### config.mk
export PLATFORM = sky130hd
export DESIGN_NAME = asrv32_fsm_hs
export DESIGN_NICKNAME = d
export VERILOG_FILES = /design/src/rtl/asrv32_fsm_hs.sv
export SDC_FILE = /design/constraint.sdc
export NUM_CORES = 1
export LEC_CHECK = 0
export BUFFER_PORTS_ARGS = -buffer_cell sky130_fd_sc_hd__buf_2
export CAP_MARGIN = 5
export CORE_AREA = 2 2 121 123
export CTS_BUF_LIST = sky130_fd_sc_hd__clkbuf_16
export CTS_CLUSTER_DIAMETER = 200
export DETAILED_ROUTE_END_ITERATION = 6
export DIE_AREA = 0 0 123 125
export HOLD_SLACK_MARGIN = 0.02
export PLACE_DENSITY_LB_ADDON = 0.08
export SYNTH_ARGS = -nofsm -noshare
export SYNTH_HDL_FRONTEND = slang
export SYNTH_SLANG_ARGS = --single-unit
### constraint.sdc
create_clock -name i_clk -period 2.4 [get_ports i_clk]
set_input_delay 0.24 -clock i_clk [delete_from_list [all_inputs] [get_ports i_clk]]
set_output_delay 0.24 -clock i_clk [all_outputs]
set_load 0.005 [all_outputs]
### src/rtl/asrv32_fsm_hs.sv
// Multicycle FETCH/DECODE/EXECUTE/MEMORYACCESS/WRITEBACK control FSM with imem/dmem req/ack handshakes.
// Latency: one cycle per stage; FETCH and LOAD/STORE MEMORYACCESS wait for ack, and abort after BUS_TIMEOUT cycles.
// Backpressure: i_stall freezes DECODE/EXECUTE/WRITEBACK. Define ASRV32_FSM_STAGE_SKIP_EN to skip MEMORYACCESS for non-memory ops.

`ifndef OPCODE_WIDTH
`define OPCODE_WIDTH 11
`endif
`ifndef OPCODE_RTYPE
`define OPCODE_RTYPE 0
`endif
`ifndef OPCODE_ITYPE
`define OPCODE_ITYPE 1
`endif
`ifndef OPCODE_LOAD
`define OPCODE_LOAD 2
`endif
`ifndef OPCODE_STORE
`define OPCODE_STORE 3
`endif
`ifndef OPCODE_BRANCH
`define OPCODE_BRANCH 4
`endif
`ifndef OPCODE_JAL
`define OPCODE_JAL 5
`endif
`ifndef OPCODE_JALR
`define OPCODE_JALR 6
`endif
`ifndef OPCODE_LUI
`define OPCODE_LUI 7
`endif
`ifndef OPCODE_AUIPC
`define OPCODE_AUIPC 8
`endif
`ifndef OPCODE_SYSTEM
`define OPCODE_SYSTEM 9
`endif
`ifndef OPCODE_FENCE
`define OPCODE_FENCE 10
`endif

module asrv32_fsm_hs #(
  parameter int unsigned XLEN        = 32,
  parameter int unsigned BUS_TIMEOUT = 16,
  parameter int unsigned TMO_W       = 5,
  parameter int unsigned CNT_W       = 32
) (
  input  logic                     i_clk,
  input  logic                     i_rst_n,
  input  logic [XLEN-1:0]          i_inst,
  input  logic [XLEN-1:0]          i_pc,
  input  logic [XLEN-1:0]          i_rs1_data,
  input  logic [XLEN-1:0]          i_rs2_data,
  input  logic [XLEN-1:0]          i_imm,
  input  logic [`OPCODE_WIDTH-1:0] i_opcode,
  input  logic                     i_stall,
  input  logic                     i_imem_ack,
  input  logic                     i_dmem_ack,
  output logic [XLEN-1:0]          o_inst_q,
  output logic [2:0]               o_stage_q,
  output logic [XLEN-1:0]          o_op1,
  output logic [XLEN-1:0]          o_op2,
  output logic                     o_imem_req,
  output logic                     o_dmem_req,
  output logic                     o_dmem_we,
  output logic                     o_alu_stage_en,
  output logic                     o_memoryaccess_stage_en,
  output logic                     o_writeback_stage_en,
  output logic                     o_bus_err,
  output logic [CNT_W-1:0]         o_instret
);

  typedef enum logic [2:0] {
    FETCH        = 3'd0,
    DECODE       = 3'd1,
    EXECUTE      = 3'd2,
    MEMORYACCESS = 3'd3,
    WRITEBACK    = 3'd4
  } stage_e;

  // The wait counter is compared against BUS_TIMEOUT-1: the abort fires on
  // the BUS_TIMEOUT-th unacknowledged req cycle.
  localparam bit          TMO_EN     = (BUS_TIMEOUT > 0);
  localparam int unsigned TMO_LAST_I = TMO_EN ? (BUS_TIMEOUT - 1) : 0;
  localparam logic [TMO_W-1:0] TMO_LAST = TMO_LAST_I[TMO_W-1:0];

  stage_e            stage;
  stage_e            stage_nxt;
  logic [XLEN-1:0]   inst_nxt;
  logic [TMO_W-1:0]  tmo_cnt;
  logic [TMO_W-1:0]  tmo_nxt;
  logic              err_nxt;
  logic [CNT_W-1:0]  instret_nxt;

  logic is_rtype, is_branch, is_jal, is_auipc, is_load, is_store, is_mem;
  logic req_wait, tmo_hit;

  // Only a subset of opcode bits steers this FSM; the rest belong to the datapath.
  logic unused_opcode;
  assign unused_opcode = ^{i_opcode[`OPCODE_ITYPE], i_opcode[`OPCODE_JALR], i_opcode[`OPCODE_LUI],
                           i_opcode[`OPCODE_SYSTEM], i_opcode[`OPCODE_FENCE]};

  assign is_rtype  = i_opcode[`OPCODE_RTYPE];
  assign is_branch = i_opcode[`OPCODE_BRANCH];
  assign is_jal    = i_opcode[`OPCODE_JAL];
  assign is_auipc  = i_opcode[`OPCODE_AUIPC];
  assign is_load   = i_opcode[`OPCODE_LOAD];
  assign is_store  = i_opcode[`OPCODE_STORE];
  assign is_mem    = is_load | is_store;

  // Stage-decoded outputs are purely combinational from the state register,
  // so an async reset drops any pending req in the same cycle.
  always_comb begin
    o_imem_req              = (stage == FETCH);
    o_dmem_req              = (stage == MEMORYACCESS) && is_mem;
    o_dmem_we               = o_dmem_req && is_store;
    o_alu_stage_en          = (stage == EXECUTE) && !i_stall;
    o_memoryaccess_stage_en = (stage == MEMORYACCESS);
    o_writeback_stage_en    = (stage == WRITEBACK) && !i_stall;
    o_op1                   = '0;
    o_op2                   = '0;
    if (stage == EXECUTE) begin
      o_op1 = (is_jal || is_auipc)    ? i_pc       : i_rs1_data;
      o_op2 = (is_rtype || is_branch) ? i_rs2_data : i_imm;
    end
  end

  assign o_stage_q = stage;

  // A req cycle without its matching ack; acks in any other stage are ignored.
  assign req_wait = (o_imem_req && !i_imem_ack) || (o_dmem_req && !i_dmem_ack);
  assign tmo_hit  = TMO_EN && req_wait && (tmo_cnt == TMO_LAST);

  // Next-state, instruction capture, retire count and timeout abort.
  always_comb begin
    stage_nxt   = stage;
    inst_nxt    = o_inst_q;
    instret_nxt = o_instret;
    err_nxt     = 1'b0;
    tmo_nxt     = '0;
    case (stage)
      FETCH: begin
        if (i_imem_ack) begin
          inst_nxt  = i_inst;
          stage_nxt = DECODE;
        end
      end
      DECODE: begin
        if (!i_stall) stage_nxt = EXECUTE;
      end
      EXECUTE: begin
        if (!i_stall) begin
`ifdef ASRV32_FSM_STAGE_SKIP_EN
          stage_nxt = is_mem ? MEMORYACCESS : WRITEBACK;
`else
          stage_nxt = MEMORYACCESS;
`endif
        end
      end
      MEMORYACCESS: begin
        if (!is_mem || i_dmem_ack) stage_nxt = WRITEBACK;
      end
      WRITEBACK: begin
        if (!i_stall) begin
          stage_nxt   = FETCH;
          instret_nxt = o_instret + 1'b1;
        end
      end
      default: stage_nxt = FETCH;
    endcase

    // Abort: no ack is present here, so inst and instret are already untouched.
    if (tmo_hit) begin
      stage_nxt = FETCH;
      err_nxt   = 1'b1;
    end

    // Counter runs only while the same req is waiting; saturates when timeout is disabled.
    if (req_wait && !tmo_hit && (stage_nxt == stage) && (tmo_cnt != {TMO_W{1'b1}}))
      tmo_nxt = tmo_cnt + 1'b1;
    else if (req_wait && !tmo_hit && (stage_nxt == stage))
      tmo_nxt = tmo_cnt;
  end

  // State and datapath-control registers.
  always_ff @(posedge i_clk or negedge i_rst_n) begin
    if (!i_rst_n) begin
      stage     <= FETCH;
      o_inst_q  <= '0;
      tmo_cnt   <= '0;
      o_bus_err <= 1'b0;
      o_instret <= '0;
    end else begin
      stage     <= stage_nxt;
      o_inst_q  <= inst_nxt;
      tmo_cnt   <= tmo_nxt;
      o_bus_err <= err_nxt;
      o_instret <= instret_nxt;
    end
  end

endmodule
==> results of run 1 <==
==> per-layer routing <==
metal  share of wire (%)  vias up
met5                0.18        -
met2                  50      187
met4                 2.0        4
li1                    -     2207
met1                  40     2067
met3                 7.9       28
==> per-stage QoR <==
stage | hold WS [ns] | utilization [%]
after floorplan | -0.0556 | -
after global placement | 0.364 | 41.3
after detailed placement | 0.367 | 41.3
after CTS | 0.116 | 43.6
after global routing | 0.121 | 43.6
final | 0.128 | 43.6
==> registers in the layout, summed over array words and instances, names as in the netlist <==
signal / flops
o_inst_q: 32
tmo_cnt: 5
o_stage_q: 3
o_instret: 32
o_bus_err: 1
==> cell usage in the layout (no fill, tap or decap), drive strengths merged, types with 15 or more instances in the layout <==
cell type	netlist	final
a21oi	67	67
nand2	140	140
buf	10	318
nor2	15	15
dfrtp	73	73
mux2	32	32
nand4	18	18
xnor2	27	27
==> layout make-up <==
type                       instances  area share, %
clock buffer                       9           3.64
inverter                           6          0.364
multi-input combinational        367           34.8
tap                              184           3.72
clock inverter                     7           1.41
sequential                        73           29.5
timing repair buffer             319           26.5
==> what timing repair did <==
action | CTS | global route
gates resized for setup | 0 | 1
hold buffers | 1 | 0
hold endpoints to repair | 22 | 0
setup endpoints to repair | 0 | 7
==> power groups by stage <==
| stage | registers (mW) | clock network [mW] | logic [mW] |
|---|---|---|---|
| 3_5_place_dp | 1.78 | 0 | 2.03 |
| 2_1_floorplan | 1.81 | 0 | 0.988 |
| 4_1_cts | 1.76 | 1.43 | 2.03 |
| 3_3_place_gp | 1.76 | 0 | 2.01 |
| 5_1_grt | 1.81 | 1.50 | 2.23 |
| 6_report | 1.75 | 1.40 | 2.00 |
==> critical path, stage by stage, from the launching register on <==
cell and delay (ns):
dfrtp_1 0.37, buf_4 0.17, or3b_2 0.45, buf_6 0.25, a21oi_1 0.20, buf_2 0.17
==> kinds of logic (layout without fill, tap and decap cells) <==
logic type	Yosys count	after routing	synth area share, %
and+or+nand+nor	223	223	25.5
AOI/OAI and AO/OA	73	73	9.13
DFF	73	73	44.1
buffers and inverters	36	341	3.84
xor gates and xnor gates	34	34	7.19
muxes	33	33	8.95
adders and majority gates	4	4	1.21
==> path summary, 6_finish.rpt <==
check | start | end | slack [ns]
setup / recovery | o_stage_q[0] | o_op1[5] | 0.18
hold / removal | i_inst[7] | o_inst_q[7] | 0.13
setup reg to reg | o_stage_q[2] | o_instret[28] | 0.33
hold reg to reg | o_instret[31] | o_instret[31] | 0.48
max in group asynchronous | i_rst_n | o_inst_q[10] | 1.22
min in group asynchronous | i_rst_n | o_instret[25] | 0.53
==> flow_summary.yaml, run 1 <==
run_status:
  outcome: "finished, final reports clean"
synthesis:
  async_reset_ff_share_pct: 100
  yosysWarnings: 0
  synth.most_common_cell: "nand2_1"
  ys_ff_latch: 73
  synth_edf_count: 0
  synth_common_cells: "nand2_1 (140), dfrtp_1 (73), a21oi_1 (67), xnor2_1 (27), mux2_2 (26)"
  synth.avg_cell_area_sq_um: 8.70
  synthDistinctLibCells: 38
  ys.flop_type: "dfrtp_1"
  syn_nets: 656
  synth.area.top_cells: "dfrtp_1 (44%), nand2_1 (13%), a21oi_1 (8.1%)"
  syn-cell-area_sq_um: 4140
  synth_cells: 476
  synth_top_area_share_pct: 44.1
  synth_top_area_cell: "dfrtp_1"
  ys_seq_area_share_pct: 44.1
grt:
  antenna_found_initial: 2
  use_met3_pct: 5.84
  first_global_vias: 4523
  grt_overflow: 0
  gr-usage-all-layers_pct: 18.8
  grt_max_degree: 66
  use_met2_pct: 32.5
  gr-usage-met1_pct: 22.1
  top_usage_layer: "met2"
  grt_pass1_wl_mm: 22.8
clock_network:
  clock-sinks: 73
  numCtsBuffers: 9
  root_buffer: "clkbuf_16"
  cts_htree_levels: 3
  clk_latency_ns: 0.33
  post_cts_buffers: 0
  cts_tree: "yes"
  path_clk_slew_ns: 0.06
  max-clock-path-buffers: 2
sta:
  fin_crit_sh_pct: 92.4
  finalSetupTns_ns: 0
  setup_viol: 0
  tightest_slew_ns: 0.786
  fmax_mhz: 451
  clock_skew_ns: 0.00731
  fin_ws_ns: 0.183
  rsz0062_at_grt: "false"
  fin_crit_ns: 2.22
  drv_slew: 0
  hold_viol: 0
  slew_headroom_pct: 47.6
final_layout:
  diodes: 0
  register_area_sq_um: 1830
  area_growth_pct: 49.6
  layout-drive-gt1-share_pct: 47.6
  fin_nets: 956
  instances_no_fill: 965
  fin_area_sq_um: 6190
  fillers: 1449
  multiInputGateArea_sq_um: 2160
die:
  die_w_um: 123
  placementRows: 44
  dieArea_sq_um: 15400
  start_util_pct: 29.1
  dieHeight_um: 125
  core_sq_um: 14200
  ios: 314
power:
  p_switching_mw: 1.68
  p_leak_nw: 3.40
  power_mw: 5.15
  power.density_nw_per_um2: 832
  p_int_mw: 3.47
  power.share.clock_pct: 27.1
  p_seq_share_pct: 34.0
  ir_worst_vdd_mv: 0.386
  switching_share_pct: 32.6
  power_frac_comb_pct: 38.9
min_path:
  min_path_type: "input pin to register"
  min_path_cells: 2
routing:
  vias_per_cell: 4.66
  routedWlPerCell_um: 15.1
  vias: 4493
  wl_mm: 14.6
  first_iter_violations: 185
  drc: 0
  dr.pass1.iters: 6
  ant_nets: 0
place:
  dp_hpwl_mm: 11.6
  dp_cells: 948
  dp_slack_ns: 0.367
  placed_area_sq_um: 5870
  port_buffers: 308
  gp_congestion: 0.877
job:
  cap_violations: 0
worst_setup_path:
  worstSetupEndpointType: "output port"
  start_kind: "register"
  path_class: "register to output port"
  crit_required_ns: 2.16
  arrival_ns: 1.98
  r2r_cells: 5
  cp_max_fo: 65
(Power assumes the default switching activity.)
==> run 2, diff against run 1 <==
==> constraint.sdc (replaced) <==
create_clock -name i_clk -period 1.8 [get_ports i_clk]
set_input_delay 0.18 -clock i_clk [delete_from_list [all_inputs] [get_ports i_clk]]
set_output_delay 0.18 -clock i_clk [all_outputs]
set_load 0.005 [all_outputs]
==> run 2 against run 1 <==
Effect of this change:
- the flow now finishes with violations (setup timing)
- routed wire length rose by 13%
- first-iteration DRC count did not move
- critical path type unchanged
- largest power group unchanged
- via count increased by 6.2%
- non-clock buffer count is 27 higher
- combinational power increased by 97%
- worst hold slack got worse by 0.061 ns
- setup slack lost 0.37 ns
- highest routed layer unchanged
==> flow_summary.yaml, run 2 (same netlist as run 1, synthesis figures left out) <==
run_status:
  outcome: "finished, violations left"
  violations: "setup timing"
sta:
  drv_slew: 0
  clock_skew_ns: 0.00620
  tightest_slew_ns: 0.595
  fin_crit_sh_pct: 110
  fmax_mhz: 504
  setup_viol: 79
  fin_ws_ns: -0.185
  hold_viol: 0
  fin_crit_ns: 1.98
  rsz0062_at_grt: "true"
  slew_headroom_pct: 60.3
  hold_ws_ns: 0.0664
worst_setup_path:
  worstSetupEndpointType: "output port"
  r2r_cells: 6
  arrival_ns: 1.80
  cp_max_fo: 8
  crit_required_ns: 1.62
  crit_slowest_cell: "or3b_4"
  start_kind: "register"
  slowest_delay_ns: 0.49
  path_class: "register to output port"
  crit_chain: "buf_6, or3b_4, clkbuf_16, a21oi_4, buf_2"
routing:
  vias_per_cell: 4.80
  first_iter_violations: 185
  ant_nets: 0
  drc: 0
  dr.pass1.iters: 4
  wl_mm: 16.5
  vias: 4771
  routedWlPerCell_um: 16.6
clock_network:
  numCtsBuffers: 9
  path_clk_slew_ns: 0.06
  max-clock-path-buffers: 2
  root_buffer: "clkbuf_16"
  clk_latency_ns: 0.33
  clock-sinks: 73
  cts_htree_levels: 3
  cts_tree: "yes"
final_layout:
  mostFrequentLayoutCells: "buf_2 (306), nand2_1 (140), dfrtp_1 (73)"
  diodes: 0
  fin_area_sq_um: 7120
  fin_nets: 984
  layout-drive-gt1-share_pct: 59.6
  instances_no_fill: 993
  area_growth_pct: 71.9
  layout_commonest_cell: "buf_2"
  reg_top3: "o_inst_q: 32 flops, o_instret: 32 flops, tmo_cnt: 5 flops"
power:
  power.share.clock_pct: 23.3
  p_seq_share_pct: 28.6
  power.density_nw_per_um2: 1150
  p_leak_nw: 3.68
  p_int_mw: 5.37
  ir_worst_vdd_mv: 0.505
  p_switching_mw: 2.81
  switching_share_pct: 34.4
  power_frac_comb_pct: 48.1
die:
  placementRows: 44
  start_util_pct: 29.1
  dieArea_sq_um: 15400
  core_sq_um: 14200
  ios: 314
  die_w_um: 123
  dieHeight_um: 125
job:
  cap_violations: 0
place:
  dp_slack_ns: -0.0917
  gp_congestion: 0.902
  dp_cells: 958
  dp_hpwl_mm: 11.5
  port_buffers: 308
  placed_area_sq_um: 5990
min_path:
  min_path_type: "input pin to register"
  min_path_cells: 2
grt:
  first_global_vias: 4595
  grt_max_degree: 74
  grt_pass1_wl_mm: 23.5
  grt_overflow: 0
  antenna_found_initial: 2
  gr-usage-all-layers_pct: 19.3
==> run 2: cell types whose count changed in the layout (fill, tap and decap cells not counted), sizes merged <==
cell,change
or3b,+1
clkbuf,+6
buf,+21
==> run 2: layout make-up <==
class	count	area [sq um]
Clock inverter	7	93.8
Clock buffer	9	225
Timing Repair Buffer	346	2100
Multi-Input combinational cell	368	2610
Inverter	6	27.5
Sequential cell	73	1830
Tap cell	184	230
Fill cell	1429	7090
==> run 2: worst paths after layout <==
path	from	endpoint	slack, ns
worst max-delay path	o_stage_q[0]	o_op1[5]	-0.18
worst min-delay path	i_inst[5]	o_inst_q[5]	0.07
worst max register to register	o_stage_q[2]	o_instret[31]	-0.04
worst min register to register	o_inst_q[5]	o_inst_q[5]	0.48
max in group asynchronous	i_rst_n	o_inst_q[14]	1.05
min in group asynchronous	i_rst_n	o_instret[26]	0.40
==> run 2: power groups by stage <==
stage	clock network (mW)	registers (mW)	logic, mW
3_5_place_dp	0	2.36	2.84
2_1_floorplan	0	2.41	1.32
4_1_cts	1.95	2.34	3.28
5_1_grt	2.03	2.41	4.24
3_3_place_gp	0	2.33	2.80
6_report	1.91	2.34	3.94
==> run 2: metrics by stage <==
step / power, mW / utilization, % / setup TNS [ns]
4_1_cts: 7.57 / 46.1 / -11.54
3_5_place_dp: 5.20 / 42.2 / -0.830
2_1_floorplan: 3.73 / - / -5.10
6_report: 8.18 / 50.1 / -8.63
3_3_place_gp: 5.13 / 42.2 / -0.210
5_1_grt: 8.68 / 50.1 / -13.28
==> run 2: worst max-delay path: cells and delay by family (launching register included) <==
family          cells  cell delay, ns
compound gates      1            0.12
flops               1            0.39
simple gates        1            0.49
buf+inv             3            0.48
==> run 2: what timing repair did <==
action | in CTS | in global routing
cloned | 3 | 9
resized for setup | 34 | 79
endpoints found under the setup margin | 87 | 118
hold buffers | 1 | 0
setup buffers | 5 | 2
hold endpoints to repair | 73 | 0
pin swaps | 3 | 7
==> run 2: routing by layer <==
| metal | up-vias | part of all wire (%) | track usage, % |
|---|---|---|---|
| met3 | 26 | 8.2 | 5.57 |
| met2 | 208 | 51 | 33.4 |
| li1 | 2278 | - | - |
| met1 | 2257 | 39 | 22.7 |
| met4 | 2 | 2.1 | 6.28 |
| met5 | - | 0.042 | 0 |
